--- src/rtl/alu_out_stage.sv ---
// Output stage after the Hack ALU bitwise gates. A 2-entry FIFO holds each
// word with its zr/ng flags, and a sticky OR-accumulator supports debug readout.
module alu_out_stage #(
  parameter int WIDTH = 16
) (
  input  logic             clk,
  input  logic             reset,
  input  logic [WIDTH-1:0] in_data,
  input  logic             in_valid,
  output logic             in_ready,
  output logic [WIDTH-1:0] out_data,
  output logic             out_zr,
  output logic             out_ng,
  output logic             out_valid,
  input  logic             out_ready,
  input  logic             acc_clr,
  output logic [WIDTH-1:0] acc_out,
  output logic             acc_zr,
  output logic [1:0]       count
);

  logic [WIDTH-1:0] data_q [2];
  logic [WIDTH-1:0] data_d [2];
  logic             zr_q   [2];
  logic             zr_d   [2];
  logic             ng_q   [2];
  logic             ng_d   [2];
  logic             wr_ptr_q, wr_ptr_d;
  logic             rd_ptr_q, rd_ptr_d;
  logic [1:0]       count_q, count_d;
  logic [WIDTH-1:0] acc_q, acc_d;
  logic             push, pop;

  // in_ready ignores out_ready: no pass-through when full
  assign in_ready  = ~reset & (count_q != 2'd2);
  assign out_valid = (count_q != 2'd0);
  assign push      = in_valid & in_ready;
  assign pop       = out_valid & out_ready & ~reset;

  assign out_data = data_q[rd_ptr_q];
  assign out_zr   = zr_q[rd_ptr_q];
  assign out_ng   = ng_q[rd_ptr_q];
  assign acc_out  = acc_q;
  assign acc_zr   = ~|acc_q;
  assign count    = count_q;

  always_comb begin
    data_d   = data_q;
    zr_d     = zr_q;
    ng_d     = ng_q;
    wr_ptr_d = wr_ptr_q;
    rd_ptr_d = rd_ptr_q;
    count_d  = count_q;
    acc_d    = acc_q;

    if (push) begin
      data_d[wr_ptr_q] = in_data;
      zr_d[wr_ptr_q]   = ~|in_data;
      ng_d[wr_ptr_q]   = in_data[WIDTH-1];
      wr_ptr_d         = ~wr_ptr_q;
    end
    if (pop) begin
      rd_ptr_d = ~rd_ptr_q;
    end

    case ({push, pop})
      2'b10:   count_d = count_q + 2'd1;
      2'b01:   count_d = count_q - 2'd1;
      default: count_d = count_q;
    endcase

    if (acc_clr && push) begin
      acc_d = in_data;
    end else if (acc_clr) begin
      acc_d = '0;
    end else if (push) begin
      acc_d = acc_q | in_data;
    end
  end

  always_ff @(posedge clk) begin
    if (reset) begin
      data_q[0] <= '0;
      data_q[1] <= '0;
      zr_q[0]   <= 1'b1;
      zr_q[1]   <= 1'b1;
      ng_q[0]   <= 1'b0;
      ng_q[1]   <= 1'b0;
      wr_ptr_q  <= 1'b0;
      rd_ptr_q  <= 1'b0;
      count_q   <= 2'd0;
      acc_q     <= '0;
    end else begin
      data_q    <= data_d;
      zr_q      <= zr_d;
      ng_q      <= ng_d;
      wr_ptr_q  <= wr_ptr_d;
      rd_ptr_q  <= rd_ptr_d;
      count_q   <= count_d;
      acc_q     <= acc_d;
    end
  end

endmodule

--- config.mk ---
export PLATFORM = sky130hd
export DESIGN_NAME = alu_out_stage
export DESIGN_NICKNAME = d
export VERILOG_FILES = /design/src/rtl/alu_out_stage.sv
export SDC_FILE = /design/constraint.sdc
export NUM_CORES = 1
export LEC_CHECK = 0
export CAP_MARGIN = 20
export CORE_ASPECT_RATIO = 2
export CORE_MARGIN = 2
export CORE_UTILIZATION = 49
export DETAILED_ROUTE_END_ITERATION = 10
export GPL_TIMING_DRIVEN = 0
export PLACE_DENSITY = 0.79
export SYNTH_ARGS = -nofsm -noshare
export SYNTH_HDL_FRONTEND = slang
export SYNTH_SLANG_ARGS = --single-unit
--- constraint.sdc ---
create_clock -name clk -period 2.32 [get_ports clk]
set_input_delay 0.348 -clock clk [delete_from_list [all_inputs] [get_ports clk]]
set_output_delay 0.348 -clock clk [all_outputs]
set_load 0.01 [all_outputs]
==> impl_metrics.csv <==
group,metric,value,unit
run_status,status,"completed",
clock_network,clk_pin_slew_worst_paths,0.08,ns
min_path,hold_class,"reg2reg",
pwr,sw_frac_of_total,25.9,%
placed_design,placed_cell_area,0.00309,mm2
die,initial_core_util,50.4,%
global_route,grt_use_total,22.3,%
worst_setup_path,critPathKind,"in2out",
die,dieArea,0.00557,mm2
global_route,grt_pass1_vias,1885,
yosys,synth_ff_type,"dfxtp_1",
clock_network,clockRootBuffer,"clkbuf_8",
drt,remaining_drc_errors,0,
placed_design,dp_slack,-0.465,ns
yosys,synth_cell_types,33,
clock_network,cts_tree,"built",
global_route,top_usage_layer,"met2",
yosys,synth.area.top_cells,"dfxtp_1 (45%), mux2_2 (15%), nor2b_1 (8.5%)",
die,ioPinCount,60,
clock_network,h-tree-depth,2,
clock_network,clock_sinks,54,
pwr,p_comb_share,23.4,%
worst_setup_path,end_kind,"output pin",
clock_network,cts-hold-fix-buffers,0,
yosys,synth_top_area_share,44.5,%
yosys,netlist_area,0.00243,mm2
pwr,power.switching,515,uW
global_route,grt_max_degree,20,
yosys,synth_seq_cells,54,
global_route,grt_pass1_wl,9.23,mm
timing,report.final.slew_viol_count,0,
timing,setup_viol,0,
timing,skew,0.00880,ns
cells_and_area,nets,306,
cells_and_area,fin_cells,341,
yosys,synth_edf_count,0,
die,die-width,53.8,um
die,die_y,104,um
drt,vias,1871,
global_route,antenna_found_initial,0,
timing,timing.final.ws_setup,0.0846,ns
clock_network,cts_buffer_depth,2,
drt,first_iter_violations,41,
pwr,seqPwrFrac,52.1,%
placed_design,io_buffers,59,
yosys,yosysMostFrequentCell,"dfxtp_1",
timing,fmax,447,MHz
flow_run,max_cap_violations,0,
yosys,synthCells,221,
timing,slew-limit-headroom,60.8,%
yosys,async_flop_share,0,%
worst_setup_path,arrival,1.89,ns
drt,wl,5.77,mm
yosys,yosysTopAreaCell,"dfxtp_1",
timing,worst_slew_pin_slew,0.588,ns
timing,period_needed,2.24,ns
worst_setup_path,cp_max_fo,19,
pwr,peakVddDrop,0.000511,V
min_path,hold_depth,1,
die,rows,36,
timing,hold_viol_final,0,
timing,fin_setup_tns,0,ns
timing,finalCritPeriodShare,96.4,%
cells_and_area,final_layout_size_suffix_gt1_share,21.1,%
drt,ant_nets,0,
pwr,p_leak,1.24,nW
yosys,synth_nets,243,
drt,dr.pass1.iters,4,
pwr,power_density,628,mW/mm2
cells_and_area,diodes,0,
global_route,use_met1,25.0,%
worst_setup_path,required,1.97,ns
drt,via_per_inst,5.49,
timing,holdWs,0.514,ns
clock_network,numCtsBuffers,5,
yosys,synth.avg_cell_area,11.0,um2
clock_network,insertion_delay,0.30,ns
clock_network,post_cts_buffers,0,
worst_setup_path,r2r_cells,6,
placed_design,place_inst,337,
cells_and_area,final_area,0.00317,mm2
global_route,overflow,0,
worst_setup_path,critical_path.startpoint_type,"primary input",
placed_design,dp_hpwl,4.28,mm
pwr,p_int,1.47,mW
global_route,met3_usage,4.32,%
pwr,clkPwrFrac,24.6,%
yosys,ys_seq_area_share,44.5,%
global_route,met2_usage,38.2,%
yosys,synth_top_cells_by_count,"dfxtp_1 (54), nor2b_1 (33), mux2_2 (32), nor2_1 (20), a32oi_1 (16)",
cells_and_area,area_delta_synth_final,30.6,%
drt,wl_per_cell,16.9,um
die,core_region_area,0.00482,mm2
placed_design,gp_congestion,0.856,
yosys,yosysWarnings,0,
cells in the final DEF, fill, tap and decap left out:
cell and n:
a21boi_0 1, a21oi_1 1, a221o_1 2, a32oi_1 16
and3_1 1, and4_1 2, buf_1 1, buf_2 1
buf_4 2, buf_6 4, buf_8 1, clkbuf_1 7
clkbuf_4 1, clkbuf_8 5, clkdlybuf4s50_1 59, dfxtp_1 53
dfxtp_4 1, ha_1 1, inv_1 1, mux2_1 9
mux2_2 32, mux2_4 8, nand2_1 1, nand2b_4 1
nand3_1 1, nand3b_1 1, nor2_1 20, nor2b_1 33
nor2b_2 1, nor3b_2 1, nor4_1 8, o21ai_0 2
o21ba_2 1, or2_2 1, or3_1 1, xnor2_1 1
xor2_1 2
logic make-up (layout without fill, tap and decap cells):
kind of cell	Yosys count	after routing	synth area share (%)
and+or+nand+nor	72	72	17.3
DFF	54	54	44.5
muxes	49	49	24.0
AOI/OAI and AO/OA	23	23	7.94
buffers and inverters	19	82	4.69
xor gates and xnor gates	3	3	1.08
adders and majority gates	1	1	0.515
power groups by stage:
stage               registers, mW  clock network, mW  logic [mW]
floorplan                    1.04                  0       0.257
global placement             1.04                  0       0.470
detailed placement           1.05                  0       0.476
CTS                          1.03              0.498       0.468
global route                 1.04              0.526       0.495
finish                       1.04              0.488       0.465
sequential cells by signal, summed over array words and instances (netlist names):
| register | count |
|---|---|
| wr_ptr_q | 1 |
| data_q | 32 |
| acc_out | 16 |
| rd_ptr_q | 1 |
| count | 2 |
| zr_q | 2 |
per-stage QoR:
stage / util, % / power (mW)
detailed placement: 64.1 / 1.52
floorplan: - / 1.30
CTS: 65.7 / 2.00
finish: 65.8 / 1.99
global route: 65.8 / 2.07
global placement: 64.1 / 1.51
final timing paths:
check	startpoint	end	slack (ns)
min	zr_q[1]$_SDFFE_PP1P_	zr_q[1]$_SDFFE_PP1P_	0.51
max reg2reg	count[0]$_SDFFE_PP0P_	count[1]$_SDFFE_PP0P_	0.29
min reg2reg	zr_q[1]$_SDFFE_PP1P_	zr_q[1]$_SDFFE_PP1P_	0.51
max	reset	in_ready	0.08
final cells by class:
type	instances	area, um2
Tap cell	57	71.3
Multi-Input combinational cell	148	1230
Fill cell	393	1650
Sequential cell	54	1080
Buffer	15	110
Clock buffer	7	76.3
Inverter	1	3.75
Timing Repair Buffer	59	591
per-layer routing:
| layer | vias to the layer above | share of wire [%] |
|---|---|---|
| met5 | - | 0 |
| met4 | 0 | 2.9 |
| met3 | 13 | 4.6 |
| met2 | 56 | 54 |
| met1 | 893 | 38 |
| li1 | 909 | - |
critical path, cell delays in order:
cell             delay [ns]
clkdlybuf4s50_1        0.47
buf_6                  0.20
clkbuf_4               0.19
nor2_1                 0.13
clkdlybuf4s50_1        0.54
what timing repair did:
| action | CTS | global route |
|---|---|---|
| cloned | 0 | 0 |
| gates resized for setup | 4 | 3 |
| setup endpoints to repair | 16 | 3 |
(Power assumes the default switching activity.)
